File: src/rtl/load_queue_pkg.sv
// Shared types for the load queue and its neighbours in the load-store unit.
//   id_t          : instruction id carried with each load
//   lq_entry_t    : one pending load (addr, byte enables, funct3, float flag, id)
//   cpu_config_t  : core configuration; the LSU passes CONFIG.LQ_DEPTH and
//                   CONFIG.SQ_DEPTH into load_queue
package load_queue_pkg;

  localparam int ID_W = 4;

  typedef logic [ID_W-1:0] id_t;

  typedef struct packed {
    logic [31:0] addr;
    logic [3:0]  be;
    logic [2:0]  fn3;
    logic        is_float;
    id_t         id;
  } lq_entry_t;

  typedef struct packed {
    int unsigned LQ_DEPTH;
    int unsigned SQ_DEPTH;
  } cpu_config_t;

  localparam cpu_config_t DEFAULT_CONFIG = '{LQ_DEPTH: 32'd4, SQ_DEPTH: 32'd4};

endpackage

File: src/rtl/load_queue_if.sv
// Handshake bundle between the load-store unit / store queue and the load queue.
//   master : drives push, data_in, potential_store_conflicts, store_conflict,
//            issue_ready; observes everything else
//   slave  : the load queue itself
interface load_queue_if
  import load_queue_pkg::*;
#(
  parameter int SQ_DEPTH = 4
) ();

  logic                push;
  lq_entry_t           data_in;
  logic [SQ_DEPTH-1:0] potential_store_conflicts;
  logic                full;
  logic                empty;
  logic                lq_push;
  logic [SQ_DEPTH-1:0] prev_store_conflicts;
  logic                store_conflict;
  logic                issue_ready;
  logic                issue_valid;
  logic                lq_pop;
  lq_entry_t           data_out;

  modport master (
    output push, data_in, potential_store_conflicts, store_conflict, issue_ready,
    input  full, empty, lq_push, prev_store_conflicts, issue_valid, lq_pop, data_out
  );

  modport slave (
    input  push, data_in, potential_store_conflicts, store_conflict, issue_ready,
    output full, empty, lq_push, prev_store_conflicts, issue_valid, lq_pop, data_out
  );

endinterface

File: src/rtl/load_queue_lq_ptr_counter.sv
// Read/write pointers, occupancy count and registered full flag of the load queue.
//   clk, rst      : clock, asynchronous active-low reset
//   push_i, pop_i : accepted push / pop strobes for this cycle
//   wr_ptr_o      : slot written by the next accepted push
//   rd_ptr_o      : head slot
//   count_o       : number of valid entries
//   full_o        : registered, set when the next-cycle count equals LQ_DEPTH
module lq_ptr_counter #(
  parameter int LQ_DEPTH = 4,
  parameter int PTR_W    = $clog2(LQ_DEPTH),
  parameter int CNT_W    = PTR_W + 1
) (
  input  logic             clk,
  input  logic             rst,
  input  logic             push_i,
  input  logic             pop_i,
  output logic [PTR_W-1:0] wr_ptr_o,
  output logic [PTR_W-1:0] rd_ptr_o,
  output logic [CNT_W-1:0] count_o,
  output logic             full_o
);

  logic [PTR_W-1:0] wr_ptr_q, wr_ptr_d;
  logic [PTR_W-1:0] rd_ptr_q, rd_ptr_d;
  logic [CNT_W-1:0] count_q, count_d;
  logic             full_q, full_d;

  // Next-state: pointers wrap naturally because LQ_DEPTH is a power of two
  always_comb begin
    wr_ptr_d = wr_ptr_q;
    rd_ptr_d = rd_ptr_q;
    count_d  = count_q;
    if (push_i) begin
      wr_ptr_d = wr_ptr_q + {{(PTR_W-1){1'b0}}, 1'b1};
    end else begin
      wr_ptr_d = wr_ptr_q;
    end
    if (pop_i) begin
      rd_ptr_d = rd_ptr_q + {{(PTR_W-1){1'b0}}, 1'b1};
    end else begin
      rd_ptr_d = rd_ptr_q;
    end
    count_d = count_q + {{(CNT_W-1){1'b0}}, push_i} - {{(CNT_W-1){1'b0}}, pop_i};
    full_d  = (count_d == CNT_W'(LQ_DEPTH));
  end

  // State registers
  always_ff @(posedge clk or negedge rst) begin
    if (!rst) begin
      wr_ptr_q <= {PTR_W{1'b0}};
      rd_ptr_q <= {PTR_W{1'b0}};
      count_q  <= {CNT_W{1'b0}};
      full_q   <= 1'b0;
    end else begin
      wr_ptr_q <= wr_ptr_d;
      rd_ptr_q <= rd_ptr_d;
      count_q  <= count_d;
      full_q   <= full_d;
    end
  end

  assign wr_ptr_o = wr_ptr_q;
  assign rd_ptr_o = rd_ptr_q;
  assign count_o  = count_q;
  assign full_o   = full_q;

endmodule

File: src/rtl/load_queue.sv
// In-order FIFO of pending loads. Each load is stored with the store-queue
// conflict mask sampled at push; the head is offered to the data port once the
// store queue reports no outstanding conflict.
//   clk, rst : clock, asynchronous active-low reset
//   lq       : load_queue_if.slave (push side, issue side, store-queue strobes)
module load_queue
  import load_queue_pkg::*;
#(
  parameter int LQ_DEPTH = 4,
  parameter int SQ_DEPTH = 4
) (
  input logic         clk,
  input logic         rst,
  load_queue_if.slave lq
);

  localparam int PTR_W = $clog2(LQ_DEPTH);
  localparam int CNT_W = PTR_W + 1;

  lq_entry_t           entries_q [LQ_DEPTH];
  logic [SQ_DEPTH-1:0] masks_q   [LQ_DEPTH];

  logic [PTR_W-1:0]    wr_ptr_s;
  logic [PTR_W-1:0]    rd_ptr_s;
  logic [CNT_W-1:0]    count_s;
  logic                full_s;
  logic                empty_s;
  logic                lq_push_s;
  logic                issue_valid_s;
  logic                lq_pop_s;
  logic [SQ_DEPTH-1:0] prev_mask_s;

  lq_ptr_counter #(
    .LQ_DEPTH (LQ_DEPTH),
    .PTR_W    (PTR_W),
    .CNT_W    (CNT_W)
  ) u_ptr (
    .clk      (clk),
    .rst      (rst),
    .push_i   (lq_push_s),
    .pop_i    (lq_pop_s),
    .wr_ptr_o (wr_ptr_s),
    .rd_ptr_o (rd_ptr_s),
    .count_o  (count_s),
    .full_o   (full_s)
  );

  // Accept/issue strobes. A push while full is refused even if the head pops
  // this cycle: full is registered, so the freed slot only opens next cycle.
  // The rst term keeps lq_push low while reset is held.
  always_comb begin
    empty_s       = (count_s == {CNT_W{1'b0}});
    lq_push_s     = rst & lq.push & ~full_s;
    issue_valid_s = ~empty_s & ~lq.store_conflict;
    lq_pop_s      = issue_valid_s & lq.issue_ready;
  end

  // Head mask read; a popped slot keeps its stale mask, so hide it when empty
  always_comb begin
    if (empty_s) begin
      prev_mask_s = {SQ_DEPTH{1'b0}};
    end else begin
      prev_mask_s = masks_q[rd_ptr_s];
    end
  end

  // Entry storage is deliberately not reset; validity comes from count alone
  always_ff @(posedge clk) begin
    if (lq_push_s) begin
      entries_q[wr_ptr_s] <= lq.data_in;
      masks_q[wr_ptr_s]   <= lq.potential_store_conflicts;
    end
  end

  assign lq.full                 = full_s;
  assign lq.empty                = empty_s;
  assign lq.lq_push              = lq_push_s;
  assign lq.issue_valid          = issue_valid_s;
  assign lq.lq_pop               = lq_pop_s;
  assign lq.prev_store_conflicts = prev_mask_s;
  assign lq.data_out             = entries_q[rd_ptr_s];

  // Overflow: a push arriving while full must never be accepted
  a_overflow : assert property (@(posedge clk) disable iff (!rst)
    lq.full |-> !lq.lq_push);

  // Pushes into a full queue are legal traffic that gets dropped
  c_overflow_attempt : cover property (@(posedge clk) disable iff (!rst)
    lq.push && lq.full);

  // Underflow: no pop may happen without a valid head
  a_underflow : assert property (@(posedge clk) disable iff (!rst)
    !(lq.lq_pop && lq.empty));

endmodule

File: src/flat_wrapper.sv
// flat-port wrapper written by rule: the top's interface ports become plain ports
module load_queue_flat import load_queue_pkg::*;
#(
  parameter int LQ_DEPTH = 4,
  parameter int SQ_DEPTH = 4
)
  (clk, rst, lq_push, lq_data_in, lq_potential_store_conflicts, lq_store_conflict, lq_issue_ready, lq_full, lq_empty, lq_lq_push, lq_prev_store_conflicts, lq_issue_valid, lq_lq_pop, lq_data_out);
  load_queue_if #(.SQ_DEPTH(SQ_DEPTH)) lq_i ();
  input logic clk;
  input logic rst;
  input wire logic [$bits(lq_i.push)-1:0] lq_push;
  input wire logic [$bits(lq_i.data_in)-1:0] lq_data_in;
  input wire logic [$bits(lq_i.potential_store_conflicts)-1:0] lq_potential_store_conflicts;
  input wire logic [$bits(lq_i.store_conflict)-1:0] lq_store_conflict;
  input wire logic [$bits(lq_i.issue_ready)-1:0] lq_issue_ready;
  output wire logic [$bits(lq_i.full)-1:0] lq_full;
  output wire logic [$bits(lq_i.empty)-1:0] lq_empty;
  output wire logic [$bits(lq_i.lq_push)-1:0] lq_lq_push;
  output wire logic [$bits(lq_i.prev_store_conflicts)-1:0] lq_prev_store_conflicts;
  output wire logic [$bits(lq_i.issue_valid)-1:0] lq_issue_valid;
  output wire logic [$bits(lq_i.lq_pop)-1:0] lq_lq_pop;
  output wire logic [$bits(lq_i.data_out)-1:0] lq_data_out;
  assign lq_i.push = lq_push;
  assign lq_i.data_in = lq_data_in;
  assign lq_i.potential_store_conflicts = lq_potential_store_conflicts;
  assign lq_i.store_conflict = lq_store_conflict;
  assign lq_i.issue_ready = lq_issue_ready;
  assign lq_full = lq_i.full;
  assign lq_empty = lq_i.empty;
  assign lq_lq_push = lq_i.lq_push;
  assign lq_prev_store_conflicts = lq_i.prev_store_conflicts;
  assign lq_issue_valid = lq_i.issue_valid;
  assign lq_lq_pop = lq_i.lq_pop;
  assign lq_data_out = lq_i.data_out;
  load_queue #(.LQ_DEPTH(LQ_DEPTH), .SQ_DEPTH(SQ_DEPTH)) u_core (.clk(clk), .rst(rst), .lq(lq_i));
endmodule
File: config.mk
export PLATFORM = sky130hd
export DESIGN_NAME = load_queue_flat
export DESIGN_NICKNAME = d
export VERILOG_FILES = /design/src/rtl/load_queue_pkg.sv /design/src/rtl/load_queue_if.sv /design/src/rtl/load_queue_lq_ptr_counter.sv /design/src/rtl/load_queue.sv /design/src/flat_wrapper.sv
export SDC_FILE = /design/constraint.sdc
export NUM_CORES = 1
export LEC_CHECK = 0
export CAP_MARGIN = 10
export CORE_MARGIN = 1.5
export CORE_UTILIZATION = 45
export CTS_CLUSTER_DIAMETER = 100
export DETAILED_ROUTE_END_ITERATION = 12
export PLACE_DENSITY = 0.71
export SLEW_MARGIN = 20
export SYNTH_ARGS = -nofsm -noshare
export SYNTH_HDL_FRONTEND = slang
export SYNTH_SLANG_ARGS = --single-unit
export TNS_END_PERCENT = 50
File: constraint.sdc
create_clock -name clk -period 2.5 [get_ports clk]
set_input_delay 0.5 -clock clk [delete_from_list [all_inputs] [get_ports clk]]
set_output_delay 0.5 -clock clk [all_outputs]
set_load 0.05 [all_outputs]
==> flow_metrics.env <==
export IMPL_drive_above_1_share=0.374
export IMPL_firstDrtPassIters=4
export IMPL_drv_slew=0
export IMPL_synthToLayoutAreaGrowth_pct=28.4
export IMPL_min_period_ns=2.45
export IMPL_ioPinCount=106
export IMPL_power_net_switching_mw=4.21
export IMPL_clock_tree_from_tritoncts="yes"
export IMPL_floorplan_die_width_um=131
export IMPL_number_of_max_capacitance_violations_reported=0
export IMPL_die_height_um=131
export IMPL_placement_io_buffers=105
export IMPL_setup_viol_count_final=0
export IMPL_worst_setup_path_end_kind="output port"
export IMPL_clkSlewWorstSetupHoldPaths_ns=0.07
export IMPL_clock_skew_ns=0.0118
export IMPL_cts_inserted_buffers=17
export IMPL_synth_top_cells_by_area="sky130_fd_sc_hd__edfxtp_1, sky130_fd_sc_hd__mux4_2, sky130_fd_sc_hd__dfrtp_1, sky130_fd_sc_hd__ha_1, sky130_fd_sc_hd__buf_4"
export IMPL_nFillCells=1169
export IMPL_clock_power_share=0.227
export IMPL_dp_hpwl_mm=7.83
export IMPL_die_area_um2=17200
export IMPL_crit_chain="bufbuf_16 > mux4_2 > buf_4"
export IMPL_intPower_mw=7.46
export IMPL_netlist_cell_type_count=20
export IMPL_cp_slowest_stage_delay_ns=0.51
export IMPL_post_synthesis_net_count=354
export IMPL_ctsHtreeMaxLevel=4
export IMPL_critical_path_max_fanout=14
export IMPL_hold_worst_slack_ns=0.386
export IMPL_number_of_rows_in_the_core_area=46
export IMPL_post_synth_inst_count=294
export IMPL_report_power_total_mw=11.7
export IMPL_coreArea_um2=15900
export IMPL_antenna_found_initial=0
export IMPL_post_drt_wl_per_cell_um=19.7
export IMPL_synth_seq_area_share=0.808
export IMPL_hold_class="input pin to asynchronous set/reset pin"
export IMPL_grt_max_degree=29
export IMPL_clk_latency_ns=0.42
export IMPL_power_frac_comb=0.410
export IMPL_detail_route_drc_violations=0
export IMPL_grt_first_pass_wirelength_mm=19.8
export IMPL_yosysWarningCount=0
export IMPL_clock_path_buffers=2
export IMPL_synth_cell_area_um2=7380
export IMPL_rsz_0062_raised_after_global_routing="true"
export IMPL_critPathTopFamily="buffers and inverters"
export IMPL_synth_seq_cells=200
export IMPL_antenna_left=0
export IMPL_worstPathRequired_ns=2.00
export IMPL_peakVddDrop_mv=0.634
export IMPL_number_of_hold_buffers_added_after_cts=0
export IMPL_finalNetCount=488
export IMPL_detail_route_vias_per_cell=5.12
export IMPL_power_sequential_fraction=0.364
export IMPL_wirelength_mm=13.0
export IMPL_gr_usage_all_layers=0.162
export IMPL_critPathSlowestCell="sky130_fd_sc_hd__mux4_2"
export IMPL_power_density_nw_per_um2=1230
export IMPL_timing_critical_path_arrival_ns=1.95
export IMPL_first_global_vias=3727
export IMPL_synth_top_area_share=0.781
export IMPL_drt_first_iter_violations=182
export IMPL_detailroute_via_count=3366
export IMPL_grt_overflow_total=0
export IMPL_avgSynthCellArea_um2=25.1
export IMPL_outcome="complete, no violations"
export IMPL_worst_path_buf_inv=2
export IMPL_synth_top_area_cell="sky130_fd_sc_hd__edfxtp_1"
export IMPL_floorplan_initialDensity=0.463
export IMPL_cts_sinks=200
export IMPL_layout_worst_path_cycle_share=0.978
export IMPL_cts_root_buffer="sky130_fd_sc_hd__clkbuf_16"
export IMPL_hold_violations=0
export IMPL_place_congestion=0.697
export IMPL_maxSlewHeadroom=0.668
export IMPL_worst_slew_pin_slew_ns=0.497
export IMPL_layout_commonest_cell="sky130_fd_sc_hd__edfxtp_1"
export IMPL_layout_cells_most_common_list="sky130_fd_sc_hd__edfxtp_1, sky130_fd_sc_hd__buf_4, sky130_fd_sc_hd__clkdlybuf4s50_1, sky130_fd_sc_hd__mux4_2, sky130_fd_sc_hd__clkbuf_16"
export IMPL_cellLeakagePower_nw=3.21
export IMPL_maxClockFrequency_ghz=0.409
export IMPL_sw_share=0.361
export IMPL_critical_path_startpoint_type="register"
export IMPL_antenna_diode_count=0
export IMPL_category_of_the_critical_setup_timing_path="register to output port"
export IMPL_area_sequential_um2=5970
export IMPL_multiInputGateArea_um2=1370
-- worst paths after layout --
| check | from | endpoint | slack, ns | depth (start not counted) |
|---|---|---|---|---|
| setup / recovery | u_core.u_ptr.rd_ptr_o[0] | lq_data_out[16] | 0.05 | 3 |
| hold / removal | rst | u_core.u_ptr.count_o[0] | 0.39 | 2 |
| setup reg to reg | u_core.u_ptr.count_o[1] | u_core.u_ptr.full_o | 0.29 | 9 |
| hold reg to reg | u_core.u_ptr.wr_ptr_o[1] | u_core.u_ptr.wr_ptr_o[1] | 0.59 | 1 |
| max in group asynchronous | rst | u_core.u_ptr.rd_ptr_o[0] | 1.97 | 2 |
| min in group clk | u_core.u_ptr.wr_ptr_o[1] | u_core.u_ptr.wr_ptr_o[1] | 0.59 | 1 |
-- area by class of cell --
type,instances,share of cell area
sequential,200,0.630
multi-input combinational,77,0.144
timing repair buffer,126,0.134
clock buffer,19,0.0457
tap,216,0.0285
clock inverter,13,0.0156
inverter,6,0.00238
-- synthesized netlist by cell type --
library cell / instances
sky130_fd_sc_hd__edfxtp_1: 192
sky130_fd_sc_hd__nor2_1: 2
sky130_fd_sc_hd__buf_6: 1
sky130_fd_sc_hd__buf_4: 4
sky130_fd_sc_hd__fa_1: 1
sky130_fd_sc_hd__xnor2_1: 3
sky130_fd_sc_hd__nor3_1: 1
sky130_fd_sc_hd__ha_1: 6
sky130_fd_sc_hd__mux4_2: 48
sky130_fd_sc_hd__inv_1: 6
sky130_fd_sc_hd__nor2b_1: 4
sky130_fd_sc_hd__buf_2: 3
sky130_fd_sc_hd__nor3_2: 1
sky130_fd_sc_hd__mux2_2: 1
sky130_fd_sc_hd__xor2_1: 2
sky130_fd_sc_hd__buf_1: 3
sky130_fd_sc_hd__and2_1: 4
sky130_fd_sc_hd__nor3b_1: 2
sky130_fd_sc_hd__dfrtp_1: 8
sky130_fd_sc_hd__nand2_1: 2
-- timing repair --
item | in CTS | in global routing
buffers inserted | 3 | 0
resized for setup | 1 | 4
setup endpoints to repair | 28 | 9
pin swaps | 0 | 0
cloned | 1 | 0
-- logic make-up (layout without fill, tap and decap cells) --
logic type,after synthesis,in the layout,share of synthesized area
simple gates,16,16,0.0129
fa+ha+maj,7,7,0.0129
flops,200,200,0.808
xor+xnor,5,5,0.00593
mux,49,49,0.148
buf+inv,17,164,0.0122
-- registers in the layout (all words and copies together), names as in the netlist --
signal and cells:
u_core.entries_q 176, u_core.u_ptr.count_o 3, u_core.u_ptr.wr_ptr_o 2, u_core.masks_q 16, u_core.u_ptr.rd_ptr_o 2, u_core.u_ptr.full_o 1
-- metrics by stage --
stage	instance area (um^2)	util	setup TNS, ns	setup WS [ns]	cells
after floorplan	7420	-	-0.242	-0.193	294
after global placement	8810	0.552	-0.0497	-0.0497	621
after detailed placement	8810	0.552	-0.170	-0.170	621
after CTS	9460	0.593	0	0.0250	657
after global routing	9480	0.595	-0.0434	-0.0111	657
final	9480	0.595	0	0.0538	657
-- power by group through the flow --
stage	combinational [mW]	clock (mW)	sequential, mW
after floorplan	3.36	0	4.24
after global placement	4.58	0	4.32
final	4.78	2.65	4.24
after global routing	5.04	2.84	4.27
after detailed placement	4.61	0	4.35
after CTS	4.82	2.72	4.24
-- per-layer routing --
metal | up-vias | track usage | wire length [um]
li1 | 1503 | - | -
met1 | 1770 | 0.203 | 5510
met2 | 78 | 0.272 | 6740
met3 | 15 | 0.0390 | 519
met4 | 0 | 0.0659 | 182
met5 | - | 0 | 0
Note: power is estimated with default switching activity, not from simulation.
==> patch 1: new RTL, same flow settings <==
`LQ_DEPTH` is set to 4 in 3 places; all go to 8.
--- a/src/rtl/load_queue_lq_ptr_counter.sv
+++ b/src/rtl/load_queue_lq_ptr_counter.sv
@@ -7,5 +7,5 @@
 //   full_o        : registered, set when the next-cycle count equals LQ_DEPTH
 module lq_ptr_counter #(
-  parameter int LQ_DEPTH = 4,
+  parameter int LQ_DEPTH = 8,
   parameter int PTR_W    = $clog2(LQ_DEPTH),
   parameter int CNT_W    = PTR_W + 1
--- a/src/rtl/load_queue.sv
+++ b/src/rtl/load_queue.sv
@@ -7,5 +7,5 @@
   import load_queue_pkg::*;
 #(
-  parameter int LQ_DEPTH = 4,
+  parameter int LQ_DEPTH = 8,
   parameter int SQ_DEPTH = 4
 ) (
--- a/src/flat_wrapper.sv
+++ b/src/flat_wrapper.sv
@@ -2,5 +2,5 @@
 module load_queue_flat import load_queue_pkg::*;
 #(
-  parameter int LQ_DEPTH = 4,
+  parameter int LQ_DEPTH = 8,
   parameter int SQ_DEPTH = 4
 )
Function: changed (Yosys sat finds a counterexample within 10 cycles, from zero or initial values and one cycle with rst low).
==> patch 1 against the unedited design <==
The run now ends with negative setup slack left. First-iteration DRC count grew 150%. Synthesized area increased by 110%. Power up 100%. Synthesized cell count increased by 120%. Non-clock buffer count rose by 29. Routed wire length rose by 130%. Worst hold slack worse by 87 ps. Utilization down 2.6 points. Sequential cell count up 195. Worst setup slack lost 420 ps. Design area grew 100%. Largest cell class unchanged.
==> patch 1: results (changes against the unedited design) <==
run_status:
  status: "finished with violations"
  violations: "negative setup slack"
sta:
  finalWorstSetupSlack_ps: -362  # -415 ps
  max_slew_margin_pct: 66.2  # -0.55 points
  setup_violations: 49  # +49
  finClkSkew_ps: 17.7  # +5.88 ps
power:
  p_leak_uw: 0.00642  # +100%
  ir_drop_mv: 1.02  # +61%
  p_sw_uw: 8020  # +90%
synth:
  ys_top_cells_by_area: "edfxtp_1 (75%), mux4_2 (10%), mux2_4 (3.9%)"
  syn_nets: 704  # +99%
  synth_top_flop_cell: "edfxtp_1"
  yosys_warnings: 0  # unchanged
  async_flop_share_pct: 2.78  # -1.2 points
  synthTopCellsByCount: "edfxtp_1 (384), mux4_2 (70), mux2_4 (40), mux4_1 (18), mux2i_1 (16)"
  synth_edf_count: 384  # +100%
  seq_area_frac_synth_pct: 76.9  # -3.9 points
  postSynthAreaPerCell_um2: 23.9  # -4.9%
  synth.distinct_cells: 34  # +70%
worst_setup_path:
  worstPathMaxFanout: 7  # -7
  reg2reg_from: "u_core.u_ptr.count_o[2]"
  r2r_cells: 11  # +2
  r2r_setup_slack_ps: -50  # -340 ps
  arrival_ps: 2360  # +410 ps
  timing.rr.end: "u_core.u_ptr.full_o"
layout:
  drive_gt1_share_pct: 36.3  # -1.1 points
  layout.nets: 873  # +79%
  fillCellCount: 2449  # +110%
  post_layout_nonfiller_instances: 1291  # +96%
  regMostFlops: "u_core.entries_q"
  largest_reg_flops: 352  # +100%
  n_antenna_cell: 0  # unchanged
global_route:
  grt_usage_pct: 17.1  # +0.95 points
  grt_pass1_vias: 7336  # +97%
  grt_pass1_wl_mm: 45.1  # +130%
  grt_max_degree: 32  # +10%
  antenna_found_initial: 1  # +1
placed_design:
  dpl_cell_area_um2: 17400  # +97%
  dp_cells: 1205  # +94%
  place_congestion: 0.700  # +0.37%
  pre_cts_ws_ps: -258  # -87.5 ps
  hpwl_mm: 16.1  # +110%
routing:
  drt-initial-drc-count: 453  # +150%
  wl_per_cell_um: 22.9  # +16%
  vias_per_cell: 5.36  # +4.6%
  dr.pass1.iters: 4  # unchanged
clock_network:
  insertion_delay_ps: 550  # +130 ps
  clock_path_buffers: 3  # +1
  numCtsBuffers: 41  # +24
  cts-htree-levels: 2  # -2
[patch 1: cell types whose count changed in the layout (fill, tap and decap cells not counted), sizes merged, moves of 4 or more]
cell    before  now
edfxtp     192  384
mux2i        0   16
mux2         1   46
and2         4    0
mux4        48   88
buf         72  102
clkinv       7   21
a21oi        0    5
clkbuf      19   48
and4         0    4
nand2        2   15
nand3        0    4
[patch 1: through the flow]
step                      hold slack [ps]  setup TNS (ps)
after detailed placement              639            -258
final                                 299          -14180
after CTS                             288          -16650
after global placement                651            -206
after floorplan                       204         -142620
after global routing                  308          -17590
[patch 1: layout make-up]
class	count	area (µm²)	share of cell area, %
flip-flops and latches	395	11800	61.9
multi-input cells	213	3390	17.8
repair buffers	155	2010	10.5
clock buffers	48	1050	5.51
well taps	448	561	2.94
clock inverters	26	228	1.19
inverters	6	26.3	0.138
[patch 1: kinds of logic after synthesis]
logic type	share of synthesized area, %
flops	76.9
mux	18.7
buf+inv	1.62
compound gates	0.212
fa+ha+maj	0.701
simple gates	1.49
xor+xnor	0.342
[patch 1: worst max-delay path by stage]
stage,from,end,slack (ps),cells after the start
6_report,u_core.u_ptr.rd_ptr_o[0],lq_data_out[22],-360,6
2_1_floorplan,u_core.u_ptr.full_o,u_core.entries_q[4][0],-730,4
3_3_place_gp,rst,u_core.u_ptr.full_o,-210,9
3_5_place_dp,rst,u_core.u_ptr.full_o,-260,9
4_1_cts,u_core.u_ptr.rd_ptr_o[0],lq_data_out[12],-400,5
5_1_grt,u_core.u_ptr.rd_ptr_o[0],lq_data_out[31],-430,6
[patch 1: timing repair]
item,4_1_cts,5_1_grt
endpoints found under the setup margin,49,49
hold buffers,0,0
cloned,6,0
endpoints found under the hold margin,0,0
setup buffers,8,2
gates resized for setup,79,15
pin swaps,3,3
[patch 1: power groups by stage]
stage / Sequential (µW) / Clock (µW) / Combinational (µW)
floorplan: 8120 / 0 / 6660
global placement: 8280 / 0 / 8730
detailed placement: 8310 / 0 / 8780
CTS: 8160 / 5830 / 10200
global route: 8210 / 6080 / 10400
finish: 8160 / 5710 / 9950
[patch 1: critical path: stages (launching register included)]
cell and delay, ps:
dfrtp_4 460, buf_12 160, buf_12 130, buf_16 140, mux4_2 500, mux2_4 280, buf_6 150
[patch 1: per-layer routing]
layer  share of wire, %  track usage [%]
met3                4.4             3.59
met5              0.057                0
met1                 44             23.4
met4                1.8             4.65
met2                 50             28.0
==> patch 2: new RTL, config.mk and constraints unchanged <==
Without the edit above. Make the reset (`rst`) synchronous in one clocked block. Comments in the files are not updated.
--- a/src/rtl/load_queue_lq_ptr_counter.sv
+++ b/src/rtl/load_queue_lq_ptr_counter.sv
@@ -46,5 +46,5 @@
 
   // State registers
-  always_ff @(posedge clk or negedge rst) begin
+  always_ff @(posedge clk) begin
     if (!rst) begin
       wr_ptr_q <= {PTR_W{1'b0}};
Behaviour: differs if rst is asserted again (counterexample within 4 cycles, from zero or initial values and one cycle with rst low); with rst held inactive, the same outputs for 10 cycles.
==> patch 2 against the unedited design <==
Routed wire length increased by 2.3%. Sequential cell count increased by 2. Worst hold slack improved by 110 ps. Synthesized area increased by 1.2%. Die area increased by 1.2%. Count of clock-buffer cells in the layout increased by 12. Worst setup slack improved by 51 ps. Sequential share of layout area decreased by 0.55 points. Design area increased by 0.94%. Critical path type unchanged. Critical endpoint is now lq_data_out[27].
Power is not compared: it rests on default switching activity, and its combinational part moved more than twofold at a synthesized area within 25%.
==> patch 2: results (changes against the unedited design) <==
run_status:
  status: "finished clean"
global_route:
  grt_pass1_wl_mm: 20.6  # +4.0%
  grt_usage_pct: 15.3  # -0.81 points
  antenna_found_initial: 0  # unchanged
  grt_pass1_vias: 3748  # +0.56%
  grt_max_degree: 28  # -3.4%
synth:
  syn_nets: 365  # +3.1%
  synth.distinct_cells: 25  # +25%
  synth_compound_area_share_pct: 0.201  # +0.20 points
  async_flop_share_pct: 0  # -4.0 points
  synth_fa_ha_area_share_pct: 1.27  # -0.016 points
  yosys_warnings: 0  # unchanged
  synthTopCellsByCount: "edfxtp_1 (192), mux4_2 (48), dfxtp_1 (10)"
  synthXorXnorAreaFrac_pct: 0.419  # -0.17 points
  ys_top_cells_by_area: "edfxtp_1 (77%), mux4_2 (14%), dfxtp_1 (2.7%)"
  seq_area_frac_synth_pct: 79.8  # -0.97 points
  synthMuxAreaShare_pct: 14.9  # +0.073 points
  synth_edf_count: 192  # unchanged
routing:
  dr.pass1.iters: 6  # +2
  drt-initial-drc-count: 295  # +62%
  wl_per_cell_um: 19.8  # +0.60%
  dr_total_vias: 3450  # +2.5%
sta:
  max_slew_margin_pct: 67.5  # +0.71 points
  holdWs_ps: 493  # +107 ps
  setup_violations: 0  # unchanged
  finClkSkew_ps: 7.64  # -4.19 ps
clock_network:
  insertion_delay_ps: 480  # +60 ps
  cts-htree-levels: 1  # -3
  clock_path_buffers: 3  # +1
  numCtsBuffers: 21  # +4
  path_clk_slew_ps: 50  # -20 ps
  cts-root-buf: "clkbuf_16"
layout:
  regMostFlops: "u_core.entries_q"
  largest_reg_flops: 176  # unchanged
  layout.nets: 498  # +2.0%
  drive_gt1_share_pct: 33.4  # -4.0 points
worst_setup_path:
  r2r_cells: 9  # unchanged
  worstPathMaxFanout: 19  # +5
  r2r_setup_slack_ps: 240  # -50 ps
  crit_slowest_cell: "mux4_2"
  timing.rr.end: "u_core.u_ptr.full_o"
  reg2reg_from: "u_core.u_ptr.count_o[1]"
  max_stage_delay_ps: 540  # +30 ps
  critical_path.top_delay_family: "multiplexers"
worst_hold_path:
  hp-class: "reg2reg"
  min_path_cells: 2
  hp-start: "u_core.u_ptr.rd_ptr_o[1]"
placed_design:
  pre_cts_ws_ps: -135  # +35.0 ps
  place_congestion: 0.672  # -3.7%
  hpwl_mm: 8.03  # +2.5%
  portBuffers: 105  # unchanged
power:
  ir_drop_mv: 0.659
job:
  drv_cap: 0  # unchanged
## patch 2: changes by cell type after synthesis, sizes merged, moves of 3 or more
cell	before	now
dfrtp	8	0
and3	0	4
clkbuf	0	4
dfxtp	0	10
mux2i	0	3
buf	11	8
## patch 2: worst max-delay path by stage
| stage | startpoint | to | slack, ps | depth (start not counted) |
|---|---|---|---|---|
| after global routing | flop | lq_data_out[12] | 6 | 3 |
| after CTS | flop | lq_data_out[3] | 30 | 3 |
| final | flop | lq_data_out[27] | 100 | 3 |
| after global placement | lq_push | u_core.u_ptr.full_o | -60 | 10 |
| after floorplan | u_core.u_ptr.count_o[2] | u_core.u_ptr.full_o | -110 | 9 |
| after detailed placement | lq_push | u_core.u_ptr.full_o | -140 | 10 |
## patch 2: cell type report
type	count	area (µm²)
clock buffers	31	573
clock inverters	6	52.6
fillers	1123	6490
inverters	6	22.5
multi-input cells	85	1420
flip-flops and latches	202	5970
well taps	216	270
repair buffers	122	1250
## patch 2: layer usage
metal | wire (µm) | track usage, %
met1 | 5420 | 18.7
met2 | 7140 | 28.1
met3 | 517 | 2.92
met4 | 170 | 3.83
met5 | 0 | 0
## patch 2: logic make-up after synthesis
family | count (synthesis)
compound gates | 2
fa+ha+maj | 7
xor+xnor | 2
simple gates | 23
buf+inv | 18
flops | 202
mux | 51
## patch 2: through the flow
stage	cells	util, %	instance area, µm²	total power, µW	setup TNS [ps]
5_1_grt	668	59.6	9570	9650	0
3_3_place_gp	630	55.5	8900	6500	-65.0
6_report	668	59.6	9570	9290	0
2_1_floorplan	305	-	7480	5740	-109
4_1_cts	668	59.4	9540	9390	0
3_5_place_dp	630	55.5	8900	6540	-135
## patch 2: power by group
group	total (µW)	internal, µW	switching (µW)
clock	2840	1680	1150
combinational	2350	914	1430
sequential	4110	4010	99.9
total	9290	6610	2680
## patch 2: worst register-to-register path, stage by stage (launching register included)
cell and delay, ps:
dfxtp_1 350, nor3_4 420, nor3b_4 100, ha_1 280
inv_1 40, ha_2 170, fa_2 320, xnor3_1 190
and2_1 120, nor3b_1 180
## patch 2: repair_timing
| action | in CTS | in global routing |
|---|---|---|
| endpoints found under the setup margin | 26 | 15 |
| buffers inserted | 1 | 0 |
| gates resized for setup | 1 | 9 |
| gates cloned | 0 | 0 |
